--- src/rtl/step_clock_pkg.sv ---
// Shared types and width helpers for the step clock generator.
package step_clock_pkg;

  typedef enum logic [1:0] {
    IDLE     = 2'd0,
    HIGH     = 2'd1,
    LOW_HOLD = 2'd2
  } state_t;

  // Bits needed to count 0..n-1; never less than one bit.
  function automatic int cnt_w(input int n);
    return (n < 2) ? 1 : $clog2(n);
  endfunction

  function automatic int max2(input int a, input int b);
    return (a > b) ? a : b;
  endfunction

endpackage

--- src/rtl/step_clock_gen_key_debounce.sv ---
// Step key synchronizer and debouncer. The debounced state resets to
// released (1); press is a one-cycle strobe on an accepted 1->0 change.
module key_debounce
  import step_clock_pkg::*;
#(
  parameter int DEBOUNCE_CYCLES = 1_000_000,
  parameter int SYNC_STAGES     = 2
) (
  input  logic clk,
  input  logic reset,
  input  logic key_n,
  output logic press
);

  localparam int CW = cnt_w(DEBOUNCE_CYCLES);
  localparam logic [CW-1:0] CNT_LAST = CW'(DEBOUNCE_CYCLES - 1);

  logic [SYNC_STAGES-1:0] sync_q;
  logic [CW-1:0]          cnt_q;
  logic                   stable_q;
  logic                   key_sync;
  logic                   flip;

  assign key_sync = sync_q[SYNC_STAGES-1];
  // The sampled level has disagreed with the stable state long enough.
  assign flip     = (key_sync != stable_q) && (cnt_q == CNT_LAST);
  // Strobe in the same cycle the stable state falls, so the FSM reacts
  // on the edge that commits the new level.
  assign press    = flip && stable_q;

  // Synchronizer chain; idles at the released level.
  always_ff @(posedge clk) begin
    if (reset) sync_q <= '1;
    else       sync_q <= {sync_q[SYNC_STAGES-2:0], key_n};
  end

  // Debounce counter: restarts whenever the input agrees with the stable state.
  always_ff @(posedge clk) begin
    if (reset) begin
      cnt_q    <= '0;
      stable_q <= 1'b1;
    end else if (key_sync == stable_q) begin
      cnt_q    <= '0;
    end else if (flip) begin
      stable_q <= key_sync;
      cnt_q    <= '0;
    end else begin
      cnt_q    <= cnt_q + CW'(1);
    end
  end

endmodule

--- src/rtl/step_clock_gen.sv ---
// Processor clock source: one clean cpu_clk pulse per debounced key press,
// or periodic pulses in auto-run mode. cpu_clk comes straight from a flop.
//
// Handshake: there is no valid/ready pair here; a request (press strobe or
// auto-run tick) is a one-cycle event. It is accepted in IDLE, parked in a
// one-deep pending flag while busy, and dropped if the flag is already set.
module step_clock_gen
  import step_clock_pkg::*;
#(
  parameter int DEBOUNCE_CYCLES = 1_000_000,
  parameter int SYNC_STAGES     = 2,
  parameter int CLK_HIGH_CYCLES = 4,
  parameter int CLK_LOW_CYCLES  = 4,
  parameter int BASE_PERIOD     = 50_000_000,
  parameter int STEP_W          = 16
) (
  input  logic              clk,
  input  logic              reset,
  input  logic              key_n,
  input  logic              run_en,
  input  logic [2:0]        rate_sel,
  output logic              cpu_clk,
  output logic              step_pulse,
  output logic              busy,
  output logic [STEP_W-1:0] step_count,
  output state_t            state_dbg
);

  localparam int DW  = cnt_w(BASE_PERIOD);
  localparam int PW  = DW + 1;
  localparam int PHW = cnt_w(max2(CLK_HIGH_CYCLES, CLK_LOW_CYCLES));
  localparam logic [PW-1:0]  BASE      = PW'(BASE_PERIOD);
  localparam logic [PHW-1:0] HIGH_LAST = PHW'(CLK_HIGH_CYCLES - 1);
  localparam logic [PHW-1:0] LOW_LAST  = PHW'(CLK_LOW_CYCLES - 1);

  logic                   press;
  logic [SYNC_STAGES-1:0] run_q;
  logic                   run_sync;
  logic [DW-1:0]          div_q;
  logic [PW-1:0]          period;
  logic [PW-1:0]          term;
  logic                   tick;
  logic                   req;

  state_t                 state_q, state_n;
  logic [PHW-1:0]         phase_q, phase_n;
  logic                   pending_q, pending_n;
  logic                   cpu_clk_n, pulse_n;
  logic [STEP_W-1:0]      count_n;

  key_debounce #(
    .DEBOUNCE_CYCLES (DEBOUNCE_CYCLES),
    .SYNC_STAGES     (SYNC_STAGES)
  ) u_key (
    .clk   (clk),
    .reset (reset),
    .key_n (key_n),
    .press (press)
  );

  // run_en synchronizer; idles in manual mode.
  always_ff @(posedge clk) begin
    if (reset) run_q <= '0;
    else       run_q <= {run_q[SYNC_STAGES-2:0], run_en};
  end
  assign run_sync = run_q[SYNC_STAGES-1];

  // Terminal count for the selected rate; a zero period behaves as one.
  always_comb begin
    period = BASE >> rate_sel;
    term   = (period == '0) ? '0 : period - PW'(1);
  end

  // >= lets a divider already past a newly lowered terminal wrap at once.
  assign tick = run_sync && ({1'b0, div_q} >= term);
  assign req  = run_sync ? tick : press;

  // Auto-run divider, parked at zero in manual mode.
  always_ff @(posedge clk) begin
    if (reset || !run_sync) div_q <= '0;
    else if (tick)          div_q <= '0;
    else                    div_q <= div_q + DW'(1);
  end

  // Pulse FSM next-state, output and pending-flag logic.
  always_comb begin
    state_n   = state_q;
    phase_n   = phase_q;
    pending_n = pending_q;
    cpu_clk_n = cpu_clk;
    pulse_n   = 1'b0;
    count_n   = step_count;
    case (state_q)
      IDLE: begin
        if (req || pending_q) begin
          state_n   = HIGH;
          phase_n   = '0;
          cpu_clk_n = 1'b1;
          pulse_n   = 1'b1;
          count_n   = step_count + STEP_W'(1);
          pending_n = 1'b0;
        end
      end
      HIGH: begin
        if (req) pending_n = 1'b1;
        if (phase_q == HIGH_LAST) begin
          state_n   = LOW_HOLD;
          phase_n   = '0;
          cpu_clk_n = 1'b0;
        end else begin
          phase_n   = phase_q + PHW'(1);
        end
      end
      LOW_HOLD: begin
        if (req) pending_n = 1'b1;
        if (phase_q == LOW_LAST) begin
          state_n   = IDLE;
          phase_n   = '0;
        end else begin
          phase_n   = phase_q + PHW'(1);
        end
      end
      default: begin
        state_n   = IDLE;
        phase_n   = '0;
        cpu_clk_n = 1'b0;
      end
    endcase
  end

  // Pulse FSM registers; reset drops cpu_clk on the very next edge.
  always_ff @(posedge clk) begin
    if (reset) begin
      state_q    <= IDLE;
      phase_q    <= '0;
      pending_q  <= 1'b0;
      cpu_clk    <= 1'b0;
      step_pulse <= 1'b0;
      step_count <= '0;
    end else begin
      state_q    <= state_n;
      phase_q    <= phase_n;
      pending_q  <= pending_n;
      cpu_clk    <= cpu_clk_n;
      step_pulse <= pulse_n;
      step_count <= count_n;
    end
  end

  assign busy      = (state_q != IDLE);
  assign state_dbg = state_q;

endmodule

--- config.mk ---
export PLATFORM = sky130hd
export DESIGN_NAME = step_clock_gen
export DESIGN_NICKNAME = d
export VERILOG_FILES = /design/src/rtl/step_clock_pkg.sv /design/src/rtl/step_clock_gen_key_debounce.sv /design/src/rtl/step_clock_gen.sv
export SDC_FILE = /design/constraint.sdc
export NUM_CORES = 1
export LEC_CHECK = 0
export ABC_AREA = 1
export BUFFER_PORTS_ARGS = -buffer_cell sky130_fd_sc_hd__clkbuf_2
export CAP_MARGIN = 5
export CORE_AREA = 10 10 97 99
export DETAILED_ROUTE_END_ITERATION = 16
export DIE_AREA = 0 0 107 109
export PLACE_DENSITY = 0.86
export SLEW_MARGIN = 20
export SYNTH_ARGS = -nofsm -noshare
export SYNTH_HDL_FRONTEND = slang
export SYNTH_SLANG_ARGS = --single-unit
--- constraint.sdc ---
create_clock -name clk -period 3.3 [get_ports clk]
set_input_delay 0 -clock clk [delete_from_list [all_inputs] [get_ports clk]]
set_output_delay 0 -clock clk [all_outputs]
set_load 0.01 [all_outputs]
### After elaboration in Yosys (flattened, before gate mapping)

Cells that the tools add are included.

| storage, ports and cells | value |
|---|---|
| input port bits | 7 |
| output and inout bits | 21 |
| register bits after elaboration | 74 |
| logic and storage cells | 66 |

| operators by class | value |
|---|---|
| shifts and indexed selects | 1 |
| bitwise operators | 3 |
| add/subtract/negate cells | 5 |
| muxes and demuxes | 16 |
| reduce and logical (&&, ||, !) cells | 19 |
| equality and inequality tests | 10 |
| magnitude comparators | 1 |

Operators with widths:

| cell | count |
|---|---|
| $ge 26x27->1 | 1 |
| $logic_not 27->1 | 1 |
| $mux 27 | 1 |
| $shr 26x3->27 const A | 1 |
| $sub 27x1->27 const B | 1 |
| $add 26x1->26 const B | 1 |
| $add 20x1->20 const B | 1 |
| $eq 20x20->1 const B | 1 |
| $add 16x1->16 const B | 1 |
| $mux 2 | 5 |
| $reduce_and 3->1 | 3 |
| $mux 1 | 6 |
| $ne 2x2->1 const B | 3 |
| $pmux 2 s3 | 1 |
| $reduce_or 2->1 | 3 |
| $eq 2x2->1 const B | 2 |
| $pmux 2 s2 | 1 |
| $reduce_and 2->1 | 2 |
| $reduce_bool 2->1 | 2 |
| $logic_and 1x1->1 | 3 |
| $not 1->1 | 3 |
| $pmux 1 s3 | 1 |
| $reduce_or 3->1 | 1 |
| $add 2x1->2 const B | 1 |
| 8 further kinds | 9 |

### Logic depth before layout (Yosys ltp)

Gate-level depths: netlist (run 1).

| depth | value |
|---|---|
| word-level depth | 9 |
| mapped depth | 23 |
| depth with buffers taken out | 23 |

### By module

A second synthesis (run 1) with hierarchy kept.

| unflattened totals | value |
|---|---|
| cells, all modules | 663 |
| area total of the unflattened synthesis | 4,673.2 µm² |

Modules (own cells, without submodules):

| module | area an instance (µm²) | times used | seq. area each (µm²) | cells each |
|---|---|---|---|---|
| step_clock_gen | 3,459.6 | 1 | 1,021.0 | 493 |
| key_debounce | 1,213.7 | 1 | 460.4 | 170 |

### Worst setup path before layout (run 1)

OpenSTA, ideal clock, no wires.

| timing | value |
|---|---|
| kind | in2reg |
| start | in rate_sel[2] |
| end | reg step_count[9] |
| library setup time | 70 ps |
| path slack | 966 ps |
| required time | 3,230 ps |
| path buffers | 2 |
| arrival | 2,264 ps |
| cell stages on the path | 21 |
| cell sequence | clkbuf_1 > nand2_1 > inv_1 > nand2_1 > ha_1 > nand2_1 > xor2_1 > ha_1 > nand2_1 > nor2_1 > and2_1 > nand2_1 > nand3_1 > nand2_1 > nand3_1 > nand2_2 > nand2_4 > nand2_4 > buf_6 > nand2_1 > a21oi_1 |

| on the way | value |
|---|---|
| longest elaborated chain between the ends | 8 |
| elaborated cells on any way between the ends | 9 |
| classes of those cells | add/sub: 1; order compare: 1; shift: 1; mux: 2; reduce/logical: 4 |

Ends and longest elaborated chain:

| what | line | RTL |
|---|---|---|
| start, declared | step_clock_gen.sv:21 | `input logic [2:0] rate_sel,` |
| $shr 26x3->27 (*) | step_clock_gen.sv:70 | `period = BASE >> rate_sel;` |
| $sub 27x1->27 / $logic_not 27->1 (equally long branches) | step_clock_gen.sv:71 | `term = (period == '0) ? '0 : period - PW'(1);` |
| $mux 27 (*) | step_clock_gen.sv:71 |  |
| $ge 26x27->1 (*) | step_clock_gen.sv:75 | `assign tick = run_sync && ({1'b0, div_q} >= term);` |
| $logic_and 1x1->1 (*) | step_clock_gen.sv:75 |  |
| $mux 1 (*) | step_clock_gen.sv:76 | `assign req = run_sync ? tick : press;` |
| $logic_or 1x1->1 (*) | step_clock_gen.sv:95 | `if (req \|\| pending_q) begin` |
| $reduce_and 2->1 (no line) (*) | n/a |  |
| end signal, assigned | step_clock_gen.sv:146 | `step_count <= count_n;` |
| end, declared | step_clock_gen.sv:25 | `output logic [STEP_W-1:0] step_count,` |

Mark *: on every way between the ends. The rest lies on a longest branch, timed or not.
A chain may end at the register's enable or synchronous reset.

### Final worst setup path (run 1)

| timing | value |
|---|---|
| start | in rate_sel[1] |
| end | reg div_q[4] |

| on the way | value |
|---|---|
| longest elaborated chain between the ends | 6 |
| elaborated cells on any way between the ends | 7 |
| classes of those cells | add/sub: 1; order compare: 1; shift: 1; mux: 1; reduce/logical: 3 |

Ends and longest elaborated chain:

| what | line | RTL |
|---|---|---|
| $shr 26x3->27 (*) | step_clock_gen.sv:70 |  |
| $sub 27x1->27 / $logic_not 27->1 (equally long branches) | step_clock_gen.sv:71 |  |
| $mux 27 (*) | step_clock_gen.sv:71 |  |
| $ge 26x27->1 (*) | step_clock_gen.sv:75 |  |
| $logic_and 1x1->1 (*) | step_clock_gen.sv:75 |  |
| $reduce_or 2->1 (no line) (*) | n/a |  |
| end signal, assigned | step_clock_gen.sv:82 | `else div_q <= div_q + DW'(1);` |
| end, declared | step_clock_gen.sv:39 | `logic [DW-1:0] div_q;` |

Marks and branches as above.

==> results of run 1 <==
-- worst register-to-register path, stage by stage (launching register included) --
cell,delay [ps]
sky130_fd_sc_hd__dfxtp_1,450
sky130_fd_sc_hd__ha_1,300
sky130_fd_sc_hd__a21oi_1,160
sky130_fd_sc_hd__nand2_1,70
sky130_fd_sc_hd__nand2_1,60
sky130_fd_sc_hd__nand2_1,60
sky130_fd_sc_hd__a21oi_1,160
sky130_fd_sc_hd__nand3_1,130
sky130_fd_sc_hd__nand2_2,140
sky130_fd_sc_hd__nand3_2,440
sky130_fd_sc_hd__nor3b_1,390
-- logic make-up after synthesis --
| logic type | after synthesis | synth area share |
|---|---|---|
| simple gates | 336 | 0.366 |
| flops | 74 | 0.330 |
| fa+ha+maj | 34 | 0.0947 |
| compound gates | 50 | 0.0579 |
| xor+xnor | 40 | 0.0780 |
| buf+inv | 83 | 0.0738 |
-- layout make-up --
| type | instances | area [um2] | share of cell area |
|---|---|---|---|
| clock buffers | 12 | 155 | 0.0312 |
| clock inverters | 4 | 97.6 | 0.0196 |
| inverters | 70 | 263 | 0.0529 |
| multi-input cells | 460 | 2680 | 0.540 |
| flip-flops and latches | 74 | 1480 | 0.298 |
| well taps | 102 | 128 | 0.0257 |
| repair buffers | 30 | 163 | 0.0327 |
-- registers in the layout (all words and copies together), names as in the netlist --
register        count
phase_q             2
pending_q           1
div_q              26
cpu_clk             1
u_key.stable_q      1
u_key.cnt_q        20
step_pulse          1
run_q               2
u_key.sync_q        2
step_count         16
state_dbg           2
-- worst max path at each step --
stage / start / to / cells after the start
4_1_cts: rate_sel[1] / div_q[4]$_SDFF_PP0_ / 20
6_report: rate_sel[1] / div_q[4]$_SDFF_PP0_ / 20
3_5_place_dp: rate_sel[1] / div_q[4]$_SDFF_PP0_ / 20
2_1_floorplan: rate_sel[2] / step_count[9]$_SDFFE_PP0P_ / 21
3_3_place_gp: rate_sel[1] / div_q[4]$_SDFF_PP0_ / 20
5_1_grt: rate_sel[1] / div_q[4]$_SDFF_PP0_ / 20
-- routing by layer --
metal	up-vias	global-route usage	routed length (um)
met5	-	0	0
met4	0	0.0783	184
met3	17	0.0271	362
met2	75	0.300	4820
met1	1817	0.192	4250
li1	2072	-	-
-- power by group --
part | switching [uW] | total, uW | internal (uW) | leakage, uW
clock | 335 | 879 | 544 | 0.000123
sequential | 4.59 | 903 | 898 | 0.000597
combinational | 87.2 | 130 | 42.4 | 0.00139
-- cells in the mapped netlist, drive strengths merged --
master,instances
dfxtp,74
clkbuf,7
o21ai,7
and3,1
nor4,4
a21oi,38
and2,1
nor2b,1
xor2,22
inv,70
xnor2,18
nand2,130
buf,6
ha,34
or2,4
nand3b,1
nor3,25
nand4,21
a31oi,2
nor3b,9
nand3,45
o211ai,1
nor2,94
a21o,2
-- repair_timing --
action	4_1_cts	5_1_grt
endpoints found under the setup margin	0	0
hold buffers	2	0
endpoints found under the hold margin	2	0
-- cells in the final DEF (no fill, tap or decap), types with 2 or more instances in the layout --
cell type                         n
sky130_fd_sc_hd__nand2_1        121
sky130_fd_sc_hd__nor2_1          81
sky130_fd_sc_hd__dfxtp_1         74
sky130_fd_sc_hd__inv_1           68
sky130_fd_sc_hd__nand3_1         39
sky130_fd_sc_hd__a21oi_1         38
sky130_fd_sc_hd__ha_1            34
sky130_fd_sc_hd__clkbuf_2        27
sky130_fd_sc_hd__nor3_1          22
sky130_fd_sc_hd__xor2_1          22
sky130_fd_sc_hd__nand4_1         20
sky130_fd_sc_hd__xnor2_1         18
sky130_fd_sc_hd__clkbuf_8        11
sky130_fd_sc_hd__nor2_2           8
sky130_fd_sc_hd__nor3b_1          8
sky130_fd_sc_hd__o21ai_0          7
sky130_fd_sc_hd__nand3_2          6
sky130_fd_sc_hd__nand2_2          5
sky130_fd_sc_hd__nor2_4           5
sky130_fd_sc_hd__nand2_4          4
sky130_fd_sc_hd__nor4_1           4
sky130_fd_sc_hd__or2_2            3
sky130_fd_sc_hd__bufinv_16        3
sky130_fd_sc_hd__a21o_1           2
sky130_fd_sc_hd__inv_2            2
sky130_fd_sc_hd__nor3_4           2
sky130_fd_sc_hd__a31oi_1          2
sky130_fd_sc_hd__dlygate4sd3_1    2
-- metrics by stage --
step                 util  setup slack, ps  hold slack (ps)
floorplan               -              966             73.3
global placement    0.624              590              186
detailed placement  0.624              333              190
CTS                 0.660              691              150
global route        0.660              278              212
finish              0.660              655              168
==> results.md, run 1 <==
Setup path:
- Walking the worst path, the cells encountered are clkbuf_2 -> inv_1 -> nand2_1 -> inv_1 -> nor2_1 -> inv_1 -> nor2_1 -> nand2_1 -> xor2_1 -> ha_1 -> nand2_1 -> nor2_1 -> and2_1 -> nand2_1 -> nand3_1 -> nand2_1 -> nand3_1 -> nand2_2 -> nand3_2 -> nor3b_1.
- Grouping stages by cell kind, the critical path spends the most delay in simple AND/OR/NAND/NOR gates.
- Setup slack on the worst reg-to-reg path comes out at ~840 ps.
- The combined buffer and inverter count along the critical path is 4.
- The dominant cell type by count on the critical path is sky130_fd_sc_hd__nand2_1.
- The critical path in this run is classified as in -> reg.
- The critical path endpoint category is a register.
- The launch instance of the worst register-to-register path is div_q[22]$_SDFF_PP0_.
- The startpoint class of the critical path is an input pin.
- The largest single stage delay on the critical path is 440 ps.
- Among all stages on the critical path, the largest delay is contributed by sky130_fd_sc_hd__nand3_2.
- Data on the critical path is required at its endpoint by around 3500 ps.
- Counting cells, the worst reg-to-reg path comes to 10.
- The worst flop-to-flop path endpoint is div_q[4]$_SDFF_PP0_.
- The maximum fanout along the worst path is 26.
- The data arrival at the endpoint of the critical path is 2890 ps.

Clocking:
- The clock transition at the register clock pins on the worst setup and hold paths after CTS is 80 ps.
- TritonCTS built the clock tree.
- The number of sinks handled by clock tree synthesis is 74.
- TritonCTS created 9 clock buffers.
- After clock tree synthesis, the repair step resized 0 gates.
- In this run the clock root is driven by a sky130_fd_sc_hd__clkbuf_8.
- The clock insertion delay at the later pin of the skew report is approximately 350 ps.
- The post-CTS setup buffer count is 0.
- No sink is reached through more buffers than the 2 on the longest clock path.
- The H-tree generated during clock tree synthesis spans 3 levels.

Global routing:
- Entering global routing, the biggest net connects 27 pins.
- The number of global-route vias before repair is 3795.
- The sum of overflow across all layers after global routing is 0.
- The global-route wire length before repair is 16500 um.
- The number of antenna violations at the first check in global routing is 0.
- Across every metal layer, demand over resource in global routing totals 0.168.

Placed design:
- Routability-driven placement finished with a final weighted congestion of around 0.9.
- The cell area after placement is 4690 um2.
- Summed over all nets, the half-perimeter wirelength after detailed placement is slightly above 7000 um.
- The instance count after placement with tap cells included is roughly 730.
- Buffers placed on the I/O ports in this run total 27.

Worst hold path:
- The classification of the worst-slack hold path is in -> reg.
- The worst hold path begins at reset.
- The end point of the most critical hold path is run_q[0]$_SDFF_PP0_.
- Counting instances, the worst hold path has a depth of 2.

Logic synthesis:
- The area of the mapped netlist is ~4500 um2.
- The post-synthesis sequential area ratio is 0.330.
- Counting every instance in the synthesized netlist gives 617.
- The biggest area contributor in the post-synthesis netlist is sky130_fd_sc_hd__dfxtp_1.
- After synthesis, the cell types taking the most area are sky130_fd_sc_hd__dfxtp_1 33%, sky130_fd_sc_hd__nand2_1 10%, sky130_fd_sc_hd__ha_1 9.5%.
- The count of yosys warnings during synthesis is 0.
- In this run, synthesis produced a sequential element count of 74.
- The number of nets in the synthesized netlist is about 660.
- The proportion of netlist area held by the largest area contributor is 0.330.
- Dividing the synthesized area by the synthesized cell count gives 7.28 um2.
- The number of distinct library cells after synthesis is 36.

Floorplan:
- The effective utilization at floorplan is 0.597.
- In this run the count of I/O pins placed on the die edge is 28.
- The core box area is roughly 7500 um2.
- The y dimension of the die is roughly 110 um.
- The die outline area is 11700 um2.
- The die span in x is around 110 um.
- The count of standard-cell rows is 32.

Layout:
- At the end of the flow, the number of nets in the layout was ~700.
- The finished cells cover 4970 um2.
- The area growth from synthesis to layout is 10.6%.
- The fraction of layout instances using a drive strength above 1 is 0.125.
- The layout has approximately 670 filler cells.
- The count of antenna diodes in the layout is 0.
- The count of non-filler cells in the finished layout is between 700 and 800.

Detailed routing:
- Dividing the detail-routed via count by the number of cells gives roughly 5.3.
- The via count is ~4000.
- The count of nets left with antenna violations once routing finished came out at 0.
- In the final routed layout, each cell accounts on average for 12.8 um.
- The final layout contains routed wiring with a total length of just under 10000 um.
- In this run, the number of DRC markers left after iteration 0 of detailed routing was 189.
- The DRC violation count after routing is 0.
- The first detailed-routing pass took 4 iterations.

Power:
- The total power is 1910 uW.
- The areal power density over the cells is 385 nW/um2.
- The maximum vdd ir drop is 0.000327 V.
- The leakage power summed over all cells is 0.00211 uW.

Timing:
- Across the routed clock network, the largest skew measured is around 11 ps.
- The setup TNS after final layout is 0 ps.
- Setup repair after global routing left no endpoint under its margin.
- Subtracting the final worst setup slack from the clock period gives between 2000 and 3000 ps.
- The setup violation total in the final timing report is 0.
- Measured against its own limit, the worst slew margin works out to 0.472.
- For the pin with the worst max-slew slack, the measured transition is roughly 800 ps.
- The max-slew violation total from the final report is 0.
- The number of hold violations in the final report came to 0.
- Static timing analysis puts the maximum clock frequency at around 380 MHz.
- Dividing the final minimum period by the clock period gives 0.802.

Job:
- Max-cap violations in this run came to 0.

Status:
- The run finished with clean final reports.
No activity file was read; power rests on OpenSTA's default activity.
==> inputs of run 2 (changes only) <==
==> constraint.sdc (replaced) <==
create_clock -name clk -period 2.6 [get_ports clk]
set_input_delay 0 -clock clk [delete_from_list [all_inputs] [get_ports clk]]
set_output_delay 0 -clock clk [all_outputs]
set_load 0.01 [all_outputs]
==> results.md, run 2 (same netlist as run 1, synthesis figures left out) <==
Status:
- The flow ran to the end, and the final reports show no timing, DRC or antenna violations.

Timing:
- The clock tree skew after final layout is between 10 and 15 ps.
- The smallest clock period supported by the final layout is computed as approximately 2200 ps.
- The maximum operating frequency is ~450 MHz.
- In this run the tightest slew margin relative to its limit is 0.498.
- The number of hold violations in the final report is 0.
- The max-slew violation total from the final report is 0.
- Setup violations remaining at the end of the flow were counted as 0.
- Of the available clock period, the critical path in the final layout requires 0.855.
- Across all setup checks in the final design, the least slack found is roughly 380 ps.
- Setup repair after global routing left no endpoint under its margin.
- For the pin with the worst max-slew slack, the measured transition is 750 ps.
- Summed over all failing endpoints, the final setup total negative slack is 0 ps.

Floorplan:
- Pin placement for this block handled 28 I/O pins.
- The floorplan has 32 rows.
- The initial utilization of the core area, before any placement, comes to 0.597.
- The die outline area is 11700 um2.
- The die is roughly 110 um tall.
- The core box area is around 7500 um2.
- The die span in x is around 110 um.

Layout:
- The largest registers in the layout are div_q: 26 flops, u_key.cnt_q: 20 flops, step_count: 16 flops.
- In the final layout, the share of cells above drive strength 1 is 0.134.
- The library cells used most frequently in the layout, excluding fill and tap cells, are 121 x sky130_fd_sc_hd__nand2_1, 81 x sky130_fd_sc_hd__nor2_1, 74 x sky130_fd_sc_hd__dfxtp_1, 68 x sky130_fd_sc_hd__inv_1, 39 x sky130_fd_sc_hd__nand3_1.
- The register with the most flip-flops in the layout has 26 of them.
- Leaving out fill and tap cells, the most frequent cell in the layout is sky130_fd_sc_hd__nand2_1.
- For this run, the post-layout net count is approximately 690.
- The count of non-filler cells in the finished layout is 758.
- The register with the most flip-flops in the final layout is div_q.
- The area growth from synthesis to layout is 11.3%.
- The repair_antennas step left the layout with diodes totalling 0.

Detailed routing:
- The routed layout has just under 4000 vias.
- The wire length per cell is between 10 and 15 um.
- The number of antenna-violating nets in the routed design is 0.
- The count of routing violations after the opening detailed-route iteration is around 100.
- The pre-antenna-repair detailed-routing pass consisted of 4 iterations.
- For this block, the routed nets add up to 9370 um of wire.
- Dividing the detail-routed via count by the number of cells gives roughly 5.2.
- For this run, design rule violations remaining after detail routing come to 0.

Clocking:
- The number of sinks handled by clock tree synthesis is 74.
- The clock tree from TritonCTS is built.
- The clock passes through at most 2 buffers.
- The library cell used as clock root buffer is sky130_fd_sc_hd__clkbuf_8.
- Once the clock tree was built, the resizer swapped 0 gates to a different size.
- For the worst-skew pair, the clock arrives at the later sink with an insertion delay of between 300 and 400 ps.
- Clock-pin slew was measured on the worst setup and hold paths at about 80 ps.
- The number of levels the H-tree was split into is 3.
- Post-CTS timing repair inserted 0 buffers for setup.
- The clock buffer count from CTS is 9.

Setup path:
- Along the worst path, the maximum fanout reaches 17.
- Measured in cells, the most critical reg-to-reg path has a length of 11.
- The highest-delay cell along the critical path is sky130_fd_sc_hd__ha_1.
- The required time of the critical path is 2870 ps.
- The cell family contributing the most delay on the critical path is simple AND/OR/NAND/NOR gates.
- The number of buffers and inverters on the critical path is 2.
- STA classifies the critical path endpoint as a register.
- Data arrives at the worst endpoint at 2490 ps.
- The startpoint class of the critical path is an input pin.
- The critical path goes through clkbuf_2 -> nand2_1 -> inv_1 -> nand2_1 -> ha_1 -> nand2_1 -> xor2_1 -> ha_1 -> nand2_1 -> nor2_1 -> and2_1 -> nand2_1 -> nand3_1 -> nand2_1 -> nand3_1 -> nand2_2 -> nand2_4 -> nand2_4 -> nand2_1 -> a21oi_1.
- On the worst path, the slowest cell contributes a delay of 270 ps.
- In this design, the critical path's most frequently occurring cell is sky130_fd_sc_hd__nand2_1.
- In this run the number of cells on the critical path is 20.
- The critical path is of the in -> reg type.

Placed design:
- Buffers placed on the I/O ports in this run total 27.
- Prior to clock tree synthesis, the placed netlist has a worst setup slack of roughly 54 ps.
- The final weighted congestion in routability-driven placement is just under 0.9.
- After legalization and detailed placement, the total HPWL measured 7020 um.
- The instance count after placement with tap cells included is 740.

Power:
- The internal power summed over all cells is 1770 uW.
- The areal power density over the cells is approximately 470 nW/um2.
- The relative contribution of combinational cells to total power is 0.073.
- The relative contribution of the clock network to total power is 0.435.
- For this design the static power due to leakage is 0.00213 uW.
- Of the total power, the share spent switching nets is 0.241.
- The share of total power dissipated in sequential elements is 0.492.
- The maximum vdd ir drop is around 0.00035 V.
- The analysis attributes to net switching a power of between 500 and 600 uW.

Global routing:
- The global-route wire length before repair is about 16000 um.
- For this run, the total global-route usage over all layers was measured as 0.168.
- After global routing the overflow that remains totals 0.
- The number of antenna violations at the first check in global routing is 0.
- The number of global-route vias before repair came to ~3700.
- Entering global routing, the biggest net connects 27 pins.

Worst hold path:
- The worst hold path passes through 2 cells.
- The classification of the worst-slack hold path is in -> reg.

Job:
- Max-cap violations in this run came to 0.
-- run 2: worst reg2reg max path, delay by kind of cell (launching register included) --
family | cells | cell delay, ps
simple gates | 9 | 1290
compound gates | 1 | 70
flops | 1 | 370
fa+ha+maj | 1 | 350
-- run 2: metal layers --
layer | GRT usage | share of wire | wire [um] | vias to the layer above
li1 | - | - | - | 2085
met4 | 0.0571 | 0.012 | 111 | 0
met1 | 0.192 | 0.45 | 4190 | 1805
met2 | 0.296 | 0.51 | 4770 | 54
met5 | 0 | 0 | 0 | -
met3 | 0.0454 | 0.032 | 297 | 10
-- run 2: what timing repair did --
| action | CTS | global route |
|---|---|---|
| endpoints found under the hold margin | 2 | 0 |
| setup endpoints to repair | 0 | 0 |
| hold buffers | 2 | 0 |
-- run 2: final cells by class --
cell class	count	area [um2]
clock buffer	10	138
clock inverter	6	88.8
fill	663	2530
inverter	70	263
multi-input combinational	460	2680
sequential	74	1480
tap	102	128
timing repair buffer	36	220
-- run 2: power by group through the flow --
stage	logic, uW	clock network, uW	registers (uW)
2_1_floorplan	120	0	1170
3_3_place_gp	159	0	1170
3_5_place_dp	166	0	1170
4_1_cts	171	1040	1150
5_1_grt	197	1080	1150
6_report	171	1010	1150
-- run 2: final timing paths --
kind	slack (ps)	start	endpoint
worst min-delay path	160	reset	run_q[0]$_SDFF_PP0_
worst max register to register	380	div_q[22]$_SDFF_PP0_	step_count[11]$_SDFFE_PP0P_
worst min register to register	420	run_q[0]$_SDFF_PP0_	run_q[1]$_SDFF_PP0_
worst max-delay path	380	rate_sel[2]	step_count[11]$_SDFFE_PP0P_
-- run 2: through the flow --
step,power (uW),hold WS (ps),util,area (um2)
finish,2330,159,0.664,5000
global route,2420,183,0.664,5000
CTS,2350,134,0.664,5000
detailed placement,1340,197,0.631,4750
global placement,1330,184,0.631,4750
floorplan,1290,73.3,-,4490
==> inputs of run 3 (changes only) <==
--- a/config.mk
+++ b/config.mk
@@ -8,10 +8,12 @@
 export ABC_AREA = 1
 export BUFFER_PORTS_ARGS = -buffer_cell sky130_fd_sc_hd__clkbuf_2
 export CAP_MARGIN = 5
-export CORE_AREA = 10 10 97 99
+export CORE_AREA = 2 2 89 91
 export DETAILED_ROUTE_END_ITERATION = 16
-export DIE_AREA = 0 0 107 109
+export DIE_AREA = 0 0 91 93
+export MAX_ROUTING_LAYER = met4
 export PLACE_DENSITY = 0.86
+export SKIP_CTS_REPAIR_TIMING = 1
 export SLEW_MARGIN = 20
 export SYNTH_ARGS = -nofsm -noshare
 export SYNTH_HDL_FRONTEND = slang
==> results.md, run 3 (same netlist as run 1, synthesis figures left out) <==
Global routing:
- Entering global routing, the biggest net connects 27 pins.
- The total routing usage reported by global routing is 0.240.
- The first global-routing pass estimated between 15000 and 20000 um of wire.
- Global routing finished with a remaining overflow of 0.
- The number of global-route vias before repair was 3869.
- The number of antenna violations at the first check in global routing is 0.

Power:
- The sequential fraction of design power is 0.530.
- The net switching share of the total power is 0.246.
- The relative contribution of combinational cells to total power is 0.081.
- VDD sags by at most 0.000369 V.
- The share of total power dissipated in the clock network is 0.389.
- The leakage power summed over all cells is roughly 0.0021 uW.
- The areal power density over the cells is 438 nW/um2.
- The internal power summed over all cells is roughly 1600 uW.
- The net switching power is 532 uW.

Clocking:
- The clock tree from TritonCTS is built.
- The number of levels the H-tree was split into is 3.
- Clock-pin slew was measured on the worst setup and hold paths at around 80 ps.
- The maximum number of buffers from clock root to sink is 2.
- The library cell used as clock root buffer is sky130_fd_sc_hd__clkbuf_8.
- In this run, CTS created clock tree buffers numbering 9.
- The clock insertion delay at the later pin of the skew report is approximately 340 ps.
- The number of sinks handled by clock tree synthesis is 74.

Timing:
- The setup violation total in the final timing report is 0.
- Setup repair after global routing left no endpoint under its margin.
- The actual slew at the worst max-slew pin is 482 ps.
- Setup total negative slack on the finished layout was measured at 0 ps.
- The worst setup margin is roughly 280 ps.
- The minimum clock period is between 2000 and 2500 ps.
- The worst slew margin relative to its limit is 0.678.
- The number of hold violations in the final report is 0.
- On the final layout, the worst clock skew is 7.89 ps.
- The share of the cycle needed by the critical path after routing is 0.894.
- The maximum operating frequency is between 400 and 500 MHz.
- The max-slew violation total from the final report is 0.

Detailed routing:
- The count of routing violations after the opening detailed-route iteration is ~160.
- The wire length after detailed routing is 9520 um.
- The first TritonRoute pass finished after 6 iterations.
- The via count is about 4100.
- The DRC violation count after routing is 0.
- The number of antenna-violating nets in the routed design is 0.
- The wire length per cell is approximately 13 um.
- After detailed routing, the number of vias per cell comes to around 5.4.

Setup path:
- Together, buffers and inverters on the worst path number 3.
- The maximum fanout along the worst path is 26.
- The kind of critical path is in -> reg.
- For this design, the slowest cell found on the critical path is sky130_fd_sc_hd__ha_1.
- The cell count of the worst reg-to-reg path is 10.
- In this design, the stage delay of the slowest critical-path cell is a little under 300 ps.
- The signal on the critical path passes through clkbuf_2 -> nand2_1 -> inv_1 -> nand2_1 -> ha_1 -> nand2_1 -> xor2_1 -> ha_1 -> nand2_1 -> nor2_1 -> and2_1 -> nand2_1 -> nand3_1 -> nand2_1 -> nand3_1 -> nand2_2 -> nand3_2 -> buf_4 -> nor3b_1.
- The critical path runs through a total of 19 cells.
- The startpoint class of the critical path is an input pin.
- The worst setup path is captured at a register.
- The dominant cell type by count on the critical path is sky130_fd_sc_hd__nand2_1.
- The required time of the critical path is ~2900 ps.
- The critical path's top delay family is simple AND/OR/NAND/NOR gates.
- The data arrival at the endpoint of the critical path is approximately 2600 ps.

Layout:
- Of the cells placed in the final design, the portion with a size suffix greater than 1 is 0.127.
- The final-stage net count is 690.
- The count of antenna diodes in the layout is 0.
- In the layout the commonest cells are 121 x sky130_fd_sc_hd__nand2_1, 80 x sky130_fd_sc_hd__nor2_1, 74 x sky130_fd_sc_hd__dfxtp_1, 68 x sky130_fd_sc_hd__inv_1, 39 x sky130_fd_sc_hd__nand3_1.
- The area growth from synthesis to layout is 9.91%.
- The number of flip-flops in the largest register is 26.
- In the final layout, the registers with the most flip-flops are div_q: 26 flops, u_key.cnt_q: 20 flops, step_count: 16 flops.
- The most frequent standard cell in the layout excluding fill and tap cells is sky130_fd_sc_hd__nand2_1.
- The total of fill cells in the finished design is 650.
- The register with the highest flop count is div_q.

Floorplan:
- The die span in x is 91 um.
- The effective utilization at floorplan is 0.597.
- The total area inside the core boundary comes to between 7000 and 8000 um2.
- For this design the top-level I/O count stands at 28.
- The die covers 8460 um2.
- In this run the vertical extent of the chip is between 90 and 100 um.
- The initialized floorplan defines 32 standard-cell rows.

Job:
- Max-cap violations in this run came to 0.

Placed design:
- The number of input and output port buffers inserted is 27.
- The setup slack at placement is -69.1 ps.
- Routability-driven placement finished with a final weighted congestion of 0.907.
- After legalization and detailed placement, the total HPWL measured ~7100 um.

Worst hold path:
- The cell count of the worst hold path is 2.
- The path class of the tightest hold or removal check is in -> reg.

Status:
- The run finished with clean final reports.
-- run 3: worst paths after layout --
path / from / end / slack, ps
setup / recovery: rate_sel[2] / div_q[13]$_SDFF_PP0_ / 280
hold / removal: reset / step_count[15]$_SDFFE_PP0P_ / 160
setup reg to reg: div_q[22]$_SDFF_PP0_ / div_q[3]$_SDFF_PP0_ / 350
hold reg to reg: u_key.sync_q[0]$_SDFF_PP1_ / u_key.sync_q[1]$_SDFF_PP1_ / 410
-- run 3: layout make-up --
cell class                 count  area [um2]  area share
clock buffer                  11         131      0.0266
inverter                      70         263      0.0532
multi-input combinational    460        2700       0.547
tap                          102         128      0.0258
sequential                    74        1480       0.300
clock inverter                 3        42.5     0.00861
timing repair buffer          34         193      0.0390
-- run 3: metrics by stage --
step	power (uW)	instance area, um2	hold WS [ps]	std cells	utilization
global placement	1330	4720	183	738	0.628
global route	2250	4940	175	754	0.656
detailed placement	1340	4720	188	738	0.628
finish	2160	4940	158	754	0.656
CTS	2170	4900	-164	752	0.651
floorplan	1290	4490	73.3	617	-
-- run 3: per-layer routing --
metal,up-vias,global-route usage,wire length [um]
met3,32,0.0363,350
li1,2069,-,-
met4,0,0.117,261
met5,-,-,0
met1,1886,0.268,4140
met2,95,0.421,4770
-- run 3: power groups by stage --
stage	sequential [uW]	combinational [uW]	clock, uW
after global routing	1150	199	909
after floorplan	1170	120	0
after detailed placement	1170	169	0
after global placement	1170	158	0
final	1150	176	842
after CTS	1150	170	857
